File: src/rtl/memory_bus_controller_if.sv
// Core request/response and memory-bus signals of the memory bus controller.
// master = requesting core plus memory side, slave = the controller itself.
interface memory_bus_controller_if #(
    parameter int unsigned DATA_WIDTH = 8,
    parameter int unsigned ADDR_WIDTH = 16
);
    logic                  req_valid;
    logic                  req_write;
    logic                  req_io;
    logic [ADDR_WIDTH-1:0] req_addr;
    logic [DATA_WIDTH-1:0] req_wdata;
    logic                  req_ready;
    logic                  rsp_valid;
    logic [DATA_WIDTH-1:0] rsp_rdata;
    logic                  rsp_error;
    logic                  stall;
    logic [ADDR_WIDTH-1:0] bus_addr;
    logic [DATA_WIDTH-1:0] bus_wdata;
    logic                  bus_wdata_en;
    logic [DATA_WIDTH-1:0] bus_rdata;
    logic                  ext_ready;
    logic                  ext_cs, ext_we, ext_oe;
    logic                  mem_cs, mem_we, mem_oe;
    logic                  io_cs, io_we, io_oe;

    modport master (
        output req_valid, req_write, req_io, req_addr, req_wdata, bus_rdata, ext_ready,
        input  req_ready, rsp_valid, rsp_rdata, rsp_error, stall,
        input  bus_addr, bus_wdata, bus_wdata_en,
        input  ext_cs, ext_we, ext_oe, mem_cs, mem_we, mem_oe, io_cs, io_we, io_oe
    );

    modport slave (
        input  req_valid, req_write, req_io, req_addr, req_wdata, bus_rdata, ext_ready,
        output req_ready, rsp_valid, rsp_rdata, rsp_error, stall,
        output bus_addr, bus_wdata, bus_wdata_en,
        output ext_cs, ext_we, ext_oe, mem_cs, mem_we, mem_oe, io_cs, io_we, io_oe
    );
endinterface

File: src/rtl/memory_bus_controller.sv
// Decodes core loads/stores onto I/O, internal SRAM and external memory with fixed wait states.
// Hit completes WS+2 cycles after the accept cycle (miss: 1); requests accepted only in IDLE, stall otherwise.
module memory_bus_controller #(
    parameter int unsigned DATA_WIDTH     = 8,
    parameter int unsigned ADDR_WIDTH     = 16,
    parameter int unsigned IO_START_ADDR  = 16'h00,
    parameter int unsigned IO_STOP_ADDR   = 16'h3F,
    parameter int unsigned MEM_START_ADDR = 16'h40,
    parameter int unsigned MEM_STOP_ADDR  = 16'hBF,
    parameter int unsigned EXT_START_ADDR = 16'h100,
    parameter int unsigned EXT_STOP_ADDR  = 16'h5AF,
    parameter int unsigned IO_WS          = 0,
    parameter int unsigned MEM_WS         = 0,
    parameter int unsigned EXT_WS         = 2,
    parameter int unsigned TIMEOUT        = 32
) (
    input  logic                   clk,
    input  logic                   rst_n,
    memory_bus_controller_if.slave bus
);
    localparam int unsigned AW = ADDR_WIDTH;
    localparam int unsigned TW = $clog2(TIMEOUT + 1);

    localparam logic [AW:0] IO_LO  = (AW+1)'(IO_START_ADDR);
    localparam logic [AW:0] IO_HI  = (AW+1)'(IO_STOP_ADDR);
    localparam logic [AW:0] MEM_LO = (AW+1)'(MEM_START_ADDR);
    localparam logic [AW:0] MEM_HI = (AW+1)'(MEM_STOP_ADDR);
    localparam logic [AW:0] EXT_LO = (AW+1)'(EXT_START_ADDR);
    localparam logic [AW:0] EXT_HI = (AW+1)'(EXT_STOP_ADDR);

    typedef enum logic [1:0] {S_IDLE, S_ACCESS, S_RESP} state_t;
    typedef enum logic [1:0] {RG_NONE, RG_IO, RG_MEM, RG_EXT} region_t;

    state_t                state_q, state_d;
    region_t               region_q, region_d;
    logic [AW-1:0]         addr_q, addr_d;
    logic [DATA_WIDTH-1:0] wdata_q, wdata_d;
    logic [DATA_WIDTH-1:0] rdata_q, rdata_d;
    logic                  write_q, write_d;
    logic                  err_q, err_d;
    logic [3:0]            wait_q, wait_d;
    logic [TW-1:0]         tmo_q, tmo_d;

    region_t               dec_region;
    logic [AW-1:0]         dec_addr;
    logic [3:0]            dec_ws;
    logic [AW:0]           req_addr_x;
    logic [AW:0]           io_addr_x;
    logic                  access_done;

    // One extra bit so window tests never wrap; a below-window address underflows past (hi-lo).
    function automatic logic in_win(input logic [AW:0] a, input logic [AW:0] lo,
                                    input logic [AW:0] hi);
        logic [AW:0] off;
        off = a - lo;
        return off <= (hi - lo);
    endfunction

    function automatic logic [AW-1:0] region_base(input region_t r);
        case (r)
            RG_IO:   return IO_LO[AW-1:0];
            RG_MEM:  return MEM_LO[AW-1:0];
            RG_EXT:  return EXT_LO[AW-1:0];
            default: return '0;
        endcase
    endfunction

    always_comb begin
        req_addr_x = {1'b0, bus.req_addr};
        io_addr_x  = IO_LO + req_addr_x;
        dec_region = RG_NONE;
        dec_addr   = bus.req_addr;
        if (bus.req_io) begin
            // I/O offsets are rebased into data space so bus_addr is formed the same way.
            dec_addr = io_addr_x[AW-1:0];
            if (io_addr_x <= IO_HI) dec_region = RG_IO;
        end else if (in_win(req_addr_x, EXT_LO, EXT_HI)) begin
            dec_region = RG_EXT;
        end else if (in_win(req_addr_x, MEM_LO, MEM_HI)) begin
            dec_region = RG_MEM;
        end else if (in_win(req_addr_x, IO_LO, IO_HI)) begin
            dec_region = RG_IO;
        end
        case (dec_region)
            RG_IO:   dec_ws = 4'(IO_WS);
            RG_MEM:  dec_ws = 4'(MEM_WS);
            RG_EXT:  dec_ws = 4'(EXT_WS);
            default: dec_ws = 4'd0;
        endcase
    end

    always_comb begin
        state_d     = state_q;
        region_d    = region_q;
        addr_d      = addr_q;
        wdata_d     = wdata_q;
        rdata_d     = rdata_q;
        write_d     = write_q;
        err_d       = err_q;
        wait_d      = wait_q;
        tmo_d       = tmo_q;
        access_done = 1'b0;
        unique case (state_q)
            S_IDLE: begin
                if (bus.req_valid) begin
                    addr_d   = dec_addr;
                    wdata_d  = bus.req_wdata;
                    write_d  = bus.req_write;
                    region_d = dec_region;
                    wait_d   = dec_ws;
                    tmo_d    = '0;
                    err_d    = (dec_region == RG_NONE);
                    state_d  = (dec_region == RG_NONE) ? S_RESP : S_ACCESS;
                end
            end
            S_ACCESS: begin
                access_done = (wait_q == '0) && ((region_q != RG_EXT) || bus.ext_ready);
                if (wait_q != '0) wait_d = wait_q - 4'd1;
                // Completion takes priority over a coincident timeout.
                if (access_done) begin
                    state_d = S_RESP;
                    if (!write_q) rdata_d = bus.bus_rdata;
                end else if (tmo_q == TW'(TIMEOUT - 1)) begin
                    state_d = S_RESP;
                    err_d   = 1'b1;
                    rdata_d = '0;
                end else begin
                    tmo_d = tmo_q + TW'(1);
                end
            end
            S_RESP:  state_d = S_IDLE;
            default: state_d = S_IDLE;
        endcase
    end

    always_ff @(posedge clk or negedge rst_n) begin
        if (!rst_n) begin
            state_q  <= S_IDLE;
            region_q <= RG_NONE;
            addr_q   <= '0;
            wdata_q  <= '0;
            rdata_q  <= '0;
            write_q  <= 1'b0;
            err_q    <= 1'b0;
            wait_q   <= '0;
            tmo_q    <= '0;
        end else begin
            state_q  <= state_d;
            region_q <= region_d;
            addr_q   <= addr_d;
            wdata_q  <= wdata_d;
            rdata_q  <= rdata_d;
            write_q  <= write_d;
            err_q    <= err_d;
            wait_q   <= wait_d;
            tmo_q    <= tmo_d;
        end
    end

    // Strobes and bus_addr derive from the registered state only, so reset clears them at once.
    always_comb begin
        bus.io_cs        = 1'b0;
        bus.io_we        = 1'b0;
        bus.io_oe        = 1'b0;
        bus.mem_cs       = 1'b0;
        bus.mem_we       = 1'b0;
        bus.mem_oe       = 1'b0;
        bus.ext_cs       = 1'b0;
        bus.ext_we       = 1'b0;
        bus.ext_oe       = 1'b0;
        bus.bus_addr     = '0;
        bus.bus_wdata_en = 1'b0;
        if (state_q == S_ACCESS) begin
            bus.bus_addr     = addr_q - region_base(region_q);
            bus.bus_wdata_en = write_q;
            case (region_q)
                RG_IO: begin
                    bus.io_cs = 1'b1;
                    bus.io_we = write_q;
                    bus.io_oe = !write_q;
                end
                RG_MEM: begin
                    bus.mem_cs = 1'b1;
                    bus.mem_we = write_q;
                    bus.mem_oe = !write_q;
                end
                RG_EXT: begin
                    bus.ext_cs = 1'b1;
                    bus.ext_we = write_q;
                    bus.ext_oe = !write_q;
                end
                default: ;
            endcase
        end
    end

    assign bus.req_ready = (state_q == S_IDLE);
    assign bus.stall     = (bus.req_valid && (state_q != S_IDLE)) || (state_q != S_IDLE);
    assign bus.rsp_valid = (state_q == S_RESP);
    assign bus.rsp_error = (state_q == S_RESP) && err_q;
    assign bus.rsp_rdata = rdata_q;
    assign bus.bus_wdata = wdata_q;

endmodule
File: src/flat_wrapper.sv
// flat-port wrapper written by rule: the top's interface ports become plain ports
module memory_bus_controller_flat 
#(
    parameter int unsigned DATA_WIDTH     = 8,
    parameter int unsigned ADDR_WIDTH     = 16,
    parameter int unsigned IO_START_ADDR  = 16'h00,
    parameter int unsigned IO_STOP_ADDR   = 16'h3F,
    parameter int unsigned MEM_START_ADDR = 16'h40,
    parameter int unsigned MEM_STOP_ADDR  = 16'hBF,
    parameter int unsigned EXT_START_ADDR = 16'h100,
    parameter int unsigned EXT_STOP_ADDR  = 16'h5AF,
    parameter int unsigned IO_WS          = 0,
    parameter int unsigned MEM_WS         = 0,
    parameter int unsigned EXT_WS         = 2,
    parameter int unsigned TIMEOUT        = 32
)
  (clk, rst_n, bus_req_valid, bus_req_write, bus_req_io, bus_req_addr, bus_req_wdata, bus_bus_rdata, bus_ext_ready, bus_req_ready, bus_rsp_valid, bus_rsp_rdata, bus_rsp_error, bus_stall, bus_bus_addr, bus_bus_wdata, bus_bus_wdata_en, bus_ext_cs, bus_ext_we, bus_ext_oe, bus_mem_cs, bus_mem_we, bus_mem_oe, bus_io_cs, bus_io_we, bus_io_oe);
  memory_bus_controller_if #(.DATA_WIDTH(DATA_WIDTH), .ADDR_WIDTH(ADDR_WIDTH)) bus_i ();
  input  logic clk;
  input  logic rst_n;
  input wire logic [$bits(bus_i.req_valid)-1:0] bus_req_valid;
  input wire logic [$bits(bus_i.req_write)-1:0] bus_req_write;
  input wire logic [$bits(bus_i.req_io)-1:0] bus_req_io;
  input wire logic [$bits(bus_i.req_addr)-1:0] bus_req_addr;
  input wire logic [$bits(bus_i.req_wdata)-1:0] bus_req_wdata;
  input wire logic [$bits(bus_i.bus_rdata)-1:0] bus_bus_rdata;
  input wire logic [$bits(bus_i.ext_ready)-1:0] bus_ext_ready;
  output wire logic [$bits(bus_i.req_ready)-1:0] bus_req_ready;
  output wire logic [$bits(bus_i.rsp_valid)-1:0] bus_rsp_valid;
  output wire logic [$bits(bus_i.rsp_rdata)-1:0] bus_rsp_rdata;
  output wire logic [$bits(bus_i.rsp_error)-1:0] bus_rsp_error;
  output wire logic [$bits(bus_i.stall)-1:0] bus_stall;
  output wire logic [$bits(bus_i.bus_addr)-1:0] bus_bus_addr;
  output wire logic [$bits(bus_i.bus_wdata)-1:0] bus_bus_wdata;
  output wire logic [$bits(bus_i.bus_wdata_en)-1:0] bus_bus_wdata_en;
  output wire logic [$bits(bus_i.ext_cs)-1:0] bus_ext_cs;
  output wire logic [$bits(bus_i.ext_we)-1:0] bus_ext_we;
  output wire logic [$bits(bus_i.ext_oe)-1:0] bus_ext_oe;
  output wire logic [$bits(bus_i.mem_cs)-1:0] bus_mem_cs;
  output wire logic [$bits(bus_i.mem_we)-1:0] bus_mem_we;
  output wire logic [$bits(bus_i.mem_oe)-1:0] bus_mem_oe;
  output wire logic [$bits(bus_i.io_cs)-1:0] bus_io_cs;
  output wire logic [$bits(bus_i.io_we)-1:0] bus_io_we;
  output wire logic [$bits(bus_i.io_oe)-1:0] bus_io_oe;
  assign bus_i.req_valid = bus_req_valid;
  assign bus_i.req_write = bus_req_write;
  assign bus_i.req_io = bus_req_io;
  assign bus_i.req_addr = bus_req_addr;
  assign bus_i.req_wdata = bus_req_wdata;
  assign bus_i.bus_rdata = bus_bus_rdata;
  assign bus_i.ext_ready = bus_ext_ready;
  assign bus_req_ready = bus_i.req_ready;
  assign bus_rsp_valid = bus_i.rsp_valid;
  assign bus_rsp_rdata = bus_i.rsp_rdata;
  assign bus_rsp_error = bus_i.rsp_error;
  assign bus_stall = bus_i.stall;
  assign bus_bus_addr = bus_i.bus_addr;
  assign bus_bus_wdata = bus_i.bus_wdata;
  assign bus_bus_wdata_en = bus_i.bus_wdata_en;
  assign bus_ext_cs = bus_i.ext_cs;
  assign bus_ext_we = bus_i.ext_we;
  assign bus_ext_oe = bus_i.ext_oe;
  assign bus_mem_cs = bus_i.mem_cs;
  assign bus_mem_we = bus_i.mem_we;
  assign bus_mem_oe = bus_i.mem_oe;
  assign bus_io_cs = bus_i.io_cs;
  assign bus_io_we = bus_i.io_we;
  assign bus_io_oe = bus_i.io_oe;
  memory_bus_controller #(.DATA_WIDTH(DATA_WIDTH), .ADDR_WIDTH(ADDR_WIDTH), .IO_START_ADDR(IO_START_ADDR), .IO_STOP_ADDR(IO_STOP_ADDR), .MEM_START_ADDR(MEM_START_ADDR), .MEM_STOP_ADDR(MEM_STOP_ADDR), .EXT_START_ADDR(EXT_START_ADDR), .EXT_STOP_ADDR(EXT_STOP_ADDR), .IO_WS(IO_WS), .MEM_WS(MEM_WS), .EXT_WS(EXT_WS), .TIMEOUT(TIMEOUT)) u_core (.clk(clk), .rst_n(rst_n), .bus(bus_i));
endmodule
File: config.mk
export PLATFORM = sky130hd
export DESIGN_NAME = memory_bus_controller_flat
export DESIGN_NICKNAME = d
export VERILOG_FILES = /design/src/rtl/memory_bus_controller_if.sv /design/src/rtl/memory_bus_controller.sv /design/src/flat_wrapper.sv
export SDC_FILE = /design/constraint.sdc
export NUM_CORES = 1
export LEC_CHECK = 0
export ABC_AREA = 0
export CORE_ASPECT_RATIO = 1.75
export CORE_MARGIN = 2
export CORE_UTILIZATION = 51
export DETAILED_ROUTE_END_ITERATION = 8
export PLACE_DENSITY = 0.82
export SYNTH_ARGS = -nofsm -noshare
export SYNTH_HDL_FRONTEND = slang
export SYNTH_SLANG_ARGS = --single-unit
File: constraint.sdc
create_clock -name clk -period 4.05 [get_ports clk]
set_input_delay 0.405 -clock clk [delete_from_list [all_inputs] [get_ports clk]]
set_output_delay 0.405 -clock clk [all_outputs]
set_load 0.05 [all_outputs]
==> flow_summary.json <==
{
  "seq_area_frac_synth": 0.436,
  "cts_setup_buffers": 0,
  "maxSlewHeadroom": 0.305,
  "vias": 2537,
  "clk_pin_slew_ns": 0.09,
  "syn_area_sq_mm": 0.00276,
  "cts_tree": "done",
  "final_cells": 471,
  "fillers": 448,
  "finalHoldViolations": 0,
  "antenna_found_initial": 0,
  "grt_pass1_vias": 2477,
  "syn_nets": 383,
  "peakVddDrop_v": 0.000241,
  "synth-xor-area-share": 0.0381,
  "fin_nets": 465,
  "synth_cell_types": 42,
  "fin_util": 0.710,
  "clk_latency_ns": 0.30,
  "final_common_cell": "nand2_1",
  "synth_mux_area_frac": 0.00772,
  "gr-total-overflow": 0,
  "setup_viol": 0,
  "synth-adder-area-share": 0.0545,
  "syn_area_per_cell_sq_um": 8.28,
  "ys_ff_latch": 48,
  "die_y_um": 101,
  "whs_ns": 0.279,
  "cts_root_buf": "clkbuf_8",
  "h-tree-depth": 2,
  "core_area_sq_mm": 0.00526,
  "dpl.hpwl_um": 5030,
  "cts-resized-gates": 0,
  "power_density_mw_per_mm2": 329,
  "clock_skew_ns": 0.00691,
  "ios": 84,
  "grt_pass1_wl_um": 10900,
  "ant_nets": 0,
  "row_count": 35,
  "grtUsageTotal": 0.233,
  "grt_max_degree": 49,
  "endpoint_kind": "primary output",
  "critPathMaxFanout": 5,
  "cts_buffer_depth": 2,
  "wl_per_cell_um": 13.9,
  "finalCritPeriodShare": 0.817,
  "path_class": "register to primary output",
  "hold_class": "input port to asynchronous set/reset pin",
  "synth_top_family_by_area": "simple AND/OR/NAND/NOR gates",
  "yosys_warnings": 0,
  "fin_setup_tns_ns": 0,
  "initial_utilization": 0.525,
  "viasPerCell": 5.39,
  "cts.sinks": 48,
  "cellLeakagePower_uw": 0.00165,
  "period_minus_slack_ns": 3.31,
  "chipWidth_um": 59.6,
  "slew_violations": 0,
  "rsz0062_at_grt": "no",
  "mostFrequentLayoutCells": "nand2_1, clkdlybuf4s50_1, dfrtp_1, nor2_1, o21ai_0",
  "status": "completed",
  "required_ns": 3.64,
  "drtPass1Iterations": 4,
  "cts_inserted_buffers": 5,
  "cp.arrival_ns": 2.90,
  "drive_gt1_frac": 0.0553,
  "die-area_sq_mm": 0.00603,
  "portBuffers": 83,
  "gp_congestion": 0.876,
  "power_uw": 1230,
  "synth-compound-area-share": 0.110,
  "diodes": 0,
  "drt_iter0_drc": 104,
  "syn_to_final_growth_pct": 35.5,
  "drc": 0,
  "start_kind": "register",
  "cts_hold_buf": 0,
  "max_freq_ghz": 0.302,
  "wirelength_um": 6560,
  "synthCells": 333,
  "drv_cap": 0,
  "tightest_slew_ns": 1.04,
  "placed_cells": 463,
  "synth-simple-area-share": 0.318
}
## flip-flops by register name, summed over array words and instances, names as in the netlist
name / cells
u_core.write_q: 1
u_core.bus.bus_wdata: 8
u_core.wait_q: 4
u_core.state_q: 2
u_core.region_q: 2
u_core.addr_q: 16
u_core.tmo_q: 6
u_core.err_q: 1
u_core.bus.rsp_rdata: 8
## synthesized netlist by cell type
| cell | number | area share |
|---|---|---|
| o211ai_2 | 1 | 0.0045 |
| and3_1 | 2 | 0.0045 |
| a221oi_1 | 1 | 0.0032 |
| ha_1 | 12 | 0.054 |
| or2_2 | 2 | 0.0045 |
| nor2_1 | 25 | 0.034 |
| nand3_1 | 12 | 0.022 |
| a22oi_1 | 1 | 0.0027 |
| xnor2_1 | 6 | 0.019 |
| or3_2 | 1 | 0.0027 |
| o31a_1 | 2 | 0.0064 |
| o21ai_0 | 23 | 0.042 |
| o31ai_1 | 2 | 0.0054 |
| dfrtp_1 | 48 | 0.44 |
| a2bb2oi_1 | 1 | 0.0032 |
| a21o_1 | 1 | 0.0027 |
| nor3_1 | 7 | 0.013 |
| nand2b_1 | 4 | 0.0091 |
| o2111ai_1 | 1 | 0.0032 |
| nor2_2 | 1 | 0.0023 |
| a2111oi_0 | 2 | 0.0064 |
| a211o_1 | 2 | 0.0064 |
| nor3b_1 | 5 | 0.014 |
| inv_1 | 14 | 0.019 |
| xor2_1 | 6 | 0.019 |
| mux2i_1 | 1 | 0.0036 |
| o31ai_2 | 1 | 0.0045 |
| nor4_1 | 2 | 0.0045 |
| nand4_1 | 4 | 0.0091 |
| or4_4 | 2 | 0.0082 |
| clkbuf_1 | 12 | 0.016 |
| or4_1 | 1 | 0.0027 |
| a31oi_1 | 4 | 0.0091 |
| and2_2 | 1 | 0.0027 |
| nor2b_1 | 8 | 0.018 |
| mux2_2 | 1 | 0.0041 |
| and2_1 | 13 | 0.030 |
| or3_1 | 2 | 0.0045 |
| a21oi_1 | 4 | 0.0073 |
| nand2_1 | 90 | 0.12 |
| a221o_1 | 1 | 0.0036 |
| nand3b_1 | 4 | 0.011 |
## layout make-up
cell class | instances | area, sq um | share of cell area
well taps | 55 | 68.8 | 0.0184
clock inverters | 2 | 15.0 | 0.00402
inverters | 14 | 52.6 | 0.0141
multi-input cells | 259 | 1460 | 0.390
clock buffers | 6 | 82.6 | 0.0221
repair buffers | 87 | 856 | 0.229
flip-flops and latches | 48 | 1200 | 0.322
## per-stage QoR
stage	instance area, sq um	worst slack [ns]
6_report	3730	0.741
3_3_place_gp	3640	0.963
5_1_grt	3730	0.586
3_5_place_dp	3640	0.842
4_1_cts	3730	0.715
2_1_floorplan	2760	0.870
## critical path, stage by stage, from the launching register on
cell and delay, ns:
dfrtp_1 0.41, nor2b_1 0.26, ha_1 0.23, ha_1 0.16
nand2b_1 0.15, nand2_1 0.10, or3_1 0.32, a21oi_1 0.14
clkdlybuf4s50_1 0.83
## routing by layer
| layer | global-route usage | vias up | part of all wire |
|---|---|---|---|
| li1 | - | 1278 | - |
| met5 | 0 | - | 0 |
| met3 | 0.0421 | 13 | 0.044 |
| met1 | 0.265 | 1177 | 0.39 |
| met4 | 0.0940 | 0 | 0.027 |
| met2 | 0.416 | 69 | 0.54 |
## path summary, 6_finish.rpt
| check | start | to | slack, ns | cells after the start |
|---|---|---|---|---|
| max | u_core.region_q[1]$_DFFE_PN0P_ | bus_bus_addr[12] | 0.74 | 8 |
| min | rst_n | u_core.bus.rsp_rdata[0]$_DFFE_PN0P_ | 0.28 | 1 |
| max reg2reg | u_core.wait_q[0]$_DFFE_PN0P_ | u_core.bus.rsp_rdata[7]$_DFFE_PN0P_ | 2.01 | 9 |
| min reg2reg | u_core.addr_q[3]$_DFFE_PN0P_ | u_core.addr_q[3]$_DFFE_PN0P_ | 0.47 | 2 |
| max in group asynchronous | rst_n | u_core.addr_q[13]$_DFFE_PN0P_ | 3.13 | 1 |
| min in group clk | u_core.addr_q[3]$_DFFE_PN0P_ | u_core.addr_q[3]$_DFFE_PN0P_ | 0.47 | 2 |
## report_power, final
group / total (uW) / switching (uW) / internal [uW] / leakage (uW)
logic: 357 / 218 / 139 / 0.000992
registers: 568 / 37.0 / 532 / 0.000617
clock network: 303 / 164 / 138 / 0.0000434
## logic make-up (layout without fill, tap and decap cells)
| family | after synthesis | after routing |
|---|---|---|
| simple gates | 186 | 186 |
| flops | 48 | 48 |
| compound gates | 47 | 47 |
| buf+inv | 26 | 109 |
| fa+ha+maj | 12 | 12 |
| xor+xnor | 12 | 12 |
| mux | 2 | 2 |
Power figures use the tool's default switching activity.
